[src/rtl/uart_vram_loader.sv]
// UART (8N1) packet loader that writes the charmap/chardata RAMs through port A.
// Packet: CMD ('M' or 'D'), ADDR_HI, ADDR_LO, LEN (0 = 256), then LEN data bytes.
module uart_vram_loader #(
    parameter int CLKS_PER_BIT = 108,
    parameter int TIMEOUT_CLKS = 2500000
) (
    input  logic        clk,
    input  logic        reset_n,
    input  logic        rx,
    output logic [15:0] address,
    output logic [7:0]  data_w,
    output logic        charmap_we,
    output logic        chardat_we,
    output logic        busy,
    output logic        pkt_done,
    output logic        err
);

    localparam int CW = $clog2(CLKS_PER_BIT);
    localparam int TW = $clog2(TIMEOUT_CLKS);
    localparam logic [CW-1:0] HALF = CW'(CLKS_PER_BIT / 2);
    localparam logic [CW-1:0] FULL = CW'(CLKS_PER_BIT - 1);
    localparam logic [TW-1:0] TMO_LAST = TW'(TIMEOUT_CLKS - 1);
    localparam logic [7:0] CMD_M = 8'h4D;
    localparam logic [7:0] CMD_D = 8'h44;

    typedef enum logic [1:0] {R_IDLE, R_START, R_DATA, R_STOP} rx_state_e;
    typedef enum logic [2:0] {
        P_IDLE, P_AHI, P_ALO, P_LEN, P_DATA, P_WRITE
    } pkt_state_e;

    logic rx_s1_q, rx_s2_q, rx_s3_q;

    rx_state_e rs_q, rs_d;
    logic [CW-1:0] cnt_q, cnt_d;
    logic [2:0] bit_q, bit_d;
    logic [7:0] sh_q, sh_d;
    logic bv_q, bv_d;
    logic fe_q, fe_d;

    pkt_state_e ps_q, ps_d;
    logic [15:0] addr_q, addr_d;
    logic [7:0] data_q, data_d;
    logic mwe_q, mwe_d, dwe_q, dwe_d;
    logic sel_q, sel_d;
    logic [8:0] rem_q, rem_d;
    logic busy_q, busy_d, done_q, done_d, err_q, err_d;
    logic [TW-1:0] tmo_q, tmo_d;
    logic timeout;

    always_comb begin
        rs_d  = rs_q;
        cnt_d = cnt_q;
        bit_d = bit_q;
        sh_d  = sh_q;
        bv_d  = 1'b0;
        fe_d  = 1'b0;
        unique case (rs_q)
            R_IDLE: begin
                if (rx_s3_q && !rx_s2_q) begin
                    rs_d  = R_START;
                    cnt_d = HALF;
                end
            end
            R_START: begin
                if (cnt_q == '0) begin
                    if (rx_s2_q) begin
                        rs_d = R_IDLE;
                    end else begin
                        rs_d  = R_DATA;
                        cnt_d = FULL;
                        bit_d = 3'd0;
                    end
                end else begin
                    cnt_d = cnt_q - 1'b1;
                end
            end
            R_DATA: begin
                if (cnt_q == '0) begin
                    sh_d  = {rx_s2_q, sh_q[7:1]};
                    cnt_d = FULL;
                    bit_d = bit_q + 3'd1;
                    if (bit_q == 3'd7) rs_d = R_STOP;
                end else begin
                    cnt_d = cnt_q - 1'b1;
                end
            end
            R_STOP: begin
                if (cnt_q == '0) begin
                    bv_d = rx_s2_q;
                    fe_d = !rx_s2_q;
                    rs_d = R_IDLE;
                end else begin
                    cnt_d = cnt_q - 1'b1;
                end
            end
            default: rs_d = R_IDLE;
        endcase
    end

    always_comb begin
        ps_d    = ps_q;
        addr_d  = addr_q;
        data_d  = data_q;
        mwe_d   = 1'b0;
        dwe_d   = 1'b0;
        sel_d   = sel_q;
        rem_d   = rem_q;
        busy_d  = busy_q;
        done_d  = 1'b0;
        err_d   = 1'b0;
        tmo_d   = tmo_q;
        timeout = 1'b0;
        // A byte arriving on the expiry cycle takes priority over the timeout.
        if (ps_q == P_IDLE || bv_q) begin
            tmo_d = '0;
        end else if (tmo_q == TMO_LAST) begin
            timeout = 1'b1;
        end else begin
            tmo_d = tmo_q + 1'b1;
        end
        unique case (ps_q)
            P_IDLE: begin
                if (bv_q) begin
                    unique case (1'b1)
                        (sh_q == CMD_M): begin
                            sel_d  = 1'b0;
                            busy_d = 1'b1;
                            ps_d   = P_AHI;
                        end
                        (sh_q == CMD_D): begin
                            sel_d  = 1'b1;
                            busy_d = 1'b1;
                            ps_d   = P_AHI;
                        end
                        default: err_d = 1'b1;
                    endcase
                end
            end
            P_AHI: begin
                if (bv_q) begin
                    addr_d[15:8] = sh_q;
                    ps_d = P_ALO;
                end
            end
            P_ALO: begin
                if (bv_q) begin
                    addr_d[7:0] = sh_q;
                    ps_d = P_LEN;
                end
            end
            P_LEN: begin
                if (bv_q) begin
                    rem_d = (sh_q == 8'd0) ? 9'd256 : {1'b0, sh_q};
                    ps_d  = P_DATA;
                end
            end
            P_DATA: begin
                if (bv_q) begin
                    data_d = sh_q;
                    mwe_d  = !sel_q;
                    dwe_d  = sel_q;
                    ps_d   = P_WRITE;
                end
            end
            P_WRITE: begin
                addr_d = addr_q + 16'd1;
                rem_d  = rem_q - 9'd1;
                if (rem_q == 9'd1) begin
                    done_d = 1'b1;
                    busy_d = 1'b0;
                    ps_d   = P_IDLE;
                end else begin
                    ps_d = P_DATA;
                end
            end
            default: ps_d = P_IDLE;
        endcase
        if (fe_q || timeout) begin
            err_d = 1'b1;
            if (ps_q != P_IDLE) begin
                busy_d = 1'b0;
                done_d = 1'b0;
                mwe_d  = 1'b0;
                dwe_d  = 1'b0;
                ps_d   = P_IDLE;
            end
        end
    end

    always_ff @(posedge clk or negedge reset_n) begin
        if (!reset_n) begin
            rx_s1_q <= 1'b1;
            rx_s2_q <= 1'b1;
            rx_s3_q <= 1'b1;
            rs_q    <= R_IDLE;
            cnt_q   <= '0;
            bit_q   <= 3'd0;
            sh_q    <= 8'd0;
            bv_q    <= 1'b0;
            fe_q    <= 1'b0;
            ps_q    <= P_IDLE;
            addr_q  <= 16'd0;
            data_q  <= 8'd0;
            mwe_q   <= 1'b0;
            dwe_q   <= 1'b0;
            sel_q   <= 1'b0;
            rem_q   <= 9'd0;
            busy_q  <= 1'b0;
            done_q  <= 1'b0;
            err_q   <= 1'b0;
            tmo_q   <= '0;
        end else begin
            rx_s1_q <= rx;
            rx_s2_q <= rx_s1_q;
            rx_s3_q <= rx_s2_q;
            rs_q    <= rs_d;
            cnt_q   <= cnt_d;
            bit_q   <= bit_d;
            sh_q    <= sh_d;
            bv_q    <= bv_d;
            fe_q    <= fe_d;
            ps_q    <= ps_d;
            addr_q  <= addr_d;
            data_q  <= data_d;
            mwe_q   <= mwe_d;
            dwe_q   <= dwe_d;
            sel_q   <= sel_d;
            rem_q   <= rem_d;
            busy_q  <= busy_d;
            done_q  <= done_d;
            err_q   <= err_d;
            tmo_q   <= tmo_d;
        end
    end

    assign address    = addr_q;
    assign data_w     = data_q;
    assign charmap_we = mwe_q;
    assign chardat_we = dwe_q;
    assign busy       = busy_q;
    assign pkt_done   = done_q;
    assign err        = err_q;

endmodule

[config.mk]
export PLATFORM = sky130hd
export DESIGN_NAME = uart_vram_loader
export DESIGN_NICKNAME = d
export VERILOG_FILES = /design/src/rtl/uart_vram_loader.sv
export SDC_FILE = /design/constraint.sdc
export NUM_CORES = 1
export LEC_CHECK = 0
export ABC_AREA = 0
export CELL_PAD_IN_SITES_DETAIL_PLACEMENT = 1
export CELL_PAD_IN_SITES_GLOBAL_PLACEMENT = 1
export CORE_ASPECT_RATIO = 0.5
export CORE_MARGIN = 2
export CORE_UTILIZATION = 42
export CTS_CLUSTER_SIZE = 14
export DETAILED_ROUTE_END_ITERATION = 8
export PLACE_DENSITY = 0.79
export SYNTH_ARGS = -nofsm -noshare
export SYNTH_HDL_FRONTEND = slang
export SYNTH_SLANG_ARGS = --single-unit
[constraint.sdc]
create_clock -name clk -period 1.96 [get_ports clk]
set_input_delay 0.49 -clock clk [delete_from_list [all_inputs] [get_ports clk]]
set_output_delay 0.49 -clock clk [all_outputs]
set_load 0.01 [all_outputs]
==> impl_metrics.tcl <==
set metrics [dict create \
    outcome "completed" \
    internal_power_uw 3500 \
    critPathLaunchType "flop" \
    vias 4068 \
    synth_seq_cells 89 \
    path_class "flop to output pin" \
    gp_congestion 0.828 \
    finalClockSkew_ns 0.00607 \
    antenna_found_initial 0 \
    synth_enable_flop_cells 0 \
    max_freq_mhz 536 \
    critical_path_required_ns 1.47 \
    grt_pass1_vias 4411 \
    reg2reg_from "tmo_q[0]$_DFFE_PN0N_" \
    avgViaCountPerCell 5.77 \
    clock-root-buffer "clkbuf_16" \
    die_h_um 78.8 \
    drtPass1Iterations 5 \
    grt.total_usage 0.226 \
    boundaryPins 32 \
    use_met1 0.285 \
    ys_async_sr_fraction 1.00 \
    worst_setup_path_end_kind "output pin" \
    fin_nets 571 \
    vdd_ir_drop_max_uv 407 \
    register_area_mm2 0.00223 \
    hold_viol_final 0 \
    worst_pin_slew_ns 0.607 \
    path_max_fanout 7 \
    die_area_mm2 0.0121 \
    grt_pass1_wl_um 22100 \
    busiest_layer "met2" \
    maxCapViolCount 0 \
    setup_ws_ns 0.0929 \
    drcViolationCount 0 \
    synth_warnings 0 \
    cpPeakStageDelay_ns 0.53 \
    slew_viol_final 0 \
    syn_area_mm2 0.00469 \
    yosysUniqueCellTypes 64 \
    leakage_uw 0.00254 \
    timing.slew.headroom 0.593 \
    ctsHoldBuffers 0 \
    pwr-share-comb 0.216 \
    rsz0062_at_grt "no" \
    cts_tree "done" \
    totalWireLength_um 12900 \
    hold_class "input pin to asynchronous set/reset pin" \
    grt_use_met3 0.0420 \
    switchingPower_uw 1490 \
    p_sw_frac 0.299 \
    p_per_area_mw_per_mm2 868 \
    grtUsageMet2 0.404 \
    drt_iter0_drc 231 \
    pre_cts_ws_ns -0.0750 \
    synth_cells 497 \
    dp_hpwl_um 8930 \
    multi_input_area_mm2 0.00232 \
    drive_gt1_frac 0.163 \
    worstPathCellList "buf_4, clkdlybuf4s50_1" \
    fin_total_pwr_uw 4980 \
    period_share 0.953 \
    cts.reportedPaths.clkPinSlew_ns 0.07 \
    port_buffers 31 \
    synth_top_flop_cell "dfrtp_1" \
    r2r_end "tmo_q[5]$_DFFE_PN0N_" \
    die_width_um 153 \
    coreArea_mm2 0.0109 \
    avgSynthCellArea_um2 9.44 \
    setup_viol_count_final 0 \
    start_util 0.429 \
    final_antenna_net_count 0 \
    cp_slowest_cell "clkdlybuf4s50_1" \
    area_growth_pct 22.4 \
    antenna_cells 0 \
    seqPwrFrac 0.415 \
    syn_nets 513 \
    worstSkewPairLatency_ns 0.34 \
    synth_seq_area_share 0.475 \
    overflow 0 \
    rrSetupSlack_ns 0.12 \
    cp.arrival_ns 1.38 \
    cts_buffers 9 \
    ff2ff_path_depth 7 \
    endpoint "address[5]" \
    fin_crit_ns 1.87 \
    htree_num_levels 3 \
    fill_cells 1255 \
    post_drt_wl_per_cell_um 18.4 \
    cts.sinks 89 \
    clkPwrFrac 0.369 \
    critical_path.startpoint "address[5]$_DFFE_PN0P_" \
    grt_max_degree 52 \
    num_rows 27 \
    clockBufferDepth 2 \
]
[cell families (layout without fill, tap and decap cells)]
| kind of cell | Yosys count | count (layout) | synth area share |
|---|---|---|---|
| fa+ha+maj | 13 | 13 | 0.0347 |
| mux | 16 | 16 | 0.0379 |
| simple gates | 211 | 211 | 0.232 |
| xor+xnor | 16 | 16 | 0.0299 |
| buf+inv | 43 | 106 | 0.0371 |
| flops | 89 | 89 | 0.475 |
| compound gates | 109 | 109 | 0.153 |
[cells in the mapped netlist (3+ instances only)]
| master | count | area [um^2] |
|---|---|---|
| a211oi_1 | 3 | 22.5 |
| a21o_1 | 3 | 22.5 |
| a21oi_1 | 29 | 145 |
| a221o_1 | 7 | 70.1 |
| a22oi_1 | 3 | 22.5 |
| a31oi_1 | 10 | 62.6 |
| and3_1 | 6 | 37.5 |
| and4_1 | 3 | 26.3 |
| buf_2 | 7 | 35.0 |
| clkbuf_1 | 14 | 52.6 |
| dfrtp_1 | 86 | 2150 |
| dfstp_2 | 3 | 78.8 |
| ha_1 | 13 | 163 |
| inv_1 | 19 | 71.3 |
| mux2_2 | 14 | 158 |
| nand2_1 | 48 | 180 |
| nand2b_1 | 3 | 18.8 |
| nand3_1 | 21 | 105 |
| nand4_1 | 10 | 62.6 |
| nor2_1 | 56 | 210 |
| nor2b_1 | 4 | 25.0 |
| nor3_1 | 20 | 100 |
| nor3b_1 | 3 | 22.5 |
| nor4_1 | 10 | 62.6 |
| o211ai_1 | 3 | 22.5 |
| o21ai_0 | 19 | 95.1 |
| o22a_1 | 4 | 35.0 |
| o22ai_1 | 7 | 43.8 |
| o311ai_0 | 3 | 26.3 |
| or2_2 | 4 | 25.0 |
| or3_1 | 4 | 25.0 |
| or4_1 | 3 | 22.5 |
| xnor2_1 | 5 | 43.8 |
| xor2_1 | 11 | 96.3 |
[power groups by stage]
stage / registers [uW] / logic (uW) / clock network (uW)
floorplan: 2060 / 725 / 0
global placement: 2080 / 979 / 0
global route: 2080 / 1200 / 1940
detailed placement: 2080 / 1030 / 0
CTS: 2060 / 1060 / 1870
finish: 2070 / 1070 / 1840
[critical path: cells and delay by family (launching register included)]
family	cells	cell delay [ns]
DFF	1	0.35
buffers and inverters	2	0.68
[layout make-up]
| type | count | share of cell area |
|---|---|---|
| Tap cell | 145 | 0.0316 |
| Timing Repair Buffer | 71 | 0.109 |
| Multi-Input combinational cell | 365 | 0.404 |
| Inverter | 19 | 0.0124 |
| Clock inverter | 6 | 0.0144 |
| Clock buffer | 10 | 0.0399 |
| Sequential cell | 89 | 0.389 |
[layout by cell type, fill, tap and decap left out, types with 19 or more instances in the layout]
cell and instances:
o21ai_0 19, a21oi_1 29, nand2_1 48, buf_4 38, inv_1 19, nor3_1 20
nand3_1 20, clkdlybuf4s50_1 30, nor2_1 56, dfrtp_1 85
[routing by layer]
layer | wire length (um) | up-vias
met5 | 0 | -
met4 | 207 | 0
met2 | 6460 | 63
met1 | 5890 | 2071
met3 | 391 | 18
li1 | - | 1916
[how the worst min path moves through the flow]
| stage | start | end |
|---|---|---|
| 2_1_floorplan | reset_n | asynchronous set/reset pin |
| 3_3_place_gp | rx_s1_q$_DFF_PN1_ | rx_s2_q$_DFF_PN1_ |
| 3_5_place_dp | rx_s1_q$_DFF_PN1_ | rx_s2_q$_DFF_PN1_ |
| 4_1_cts | reset_n | cnt_q[2]$_DFFE_PN0P_ |
| 5_1_grt | reset_n | cnt_q[2]$_DFFE_PN0P_ |
| 6_report | reset_n | cnt_q[2]$_DFFE_PN0P_ |
[what timing repair did]
action,in CTS,in global routing
setup buffers,0,0
endpoints found under the setup margin,12,29
hold endpoints to repair,0,0
pin swaps,0,3
gates resized for setup,1,11
[flip-flops by register name, summed over array words and instances, names as in the netlist, 3 cells and up, named ones only]
signal / flops
address: 16
bit_q: 3
cnt_q: 7
data_w: 8
ps_q: 3
rem_q: 9
sh_q: 8
tmo_q: 22
[through the flow]
step	hold WS (ns)	instance area [um^2]	cells	util	TNS (ns)
after detailed placement	0.354	5390	689	0.493	-0.455
after floorplan	0.194	4690	497	-	0
after global routing	0.0138	5740	705	0.525	0
final	0.0167	5740	705	0.525	0
after global placement	0.348	5390	689	0.493	0
after CTS	0.0187	5710	705	0.522	0
(Power assumes the default switching activity.)
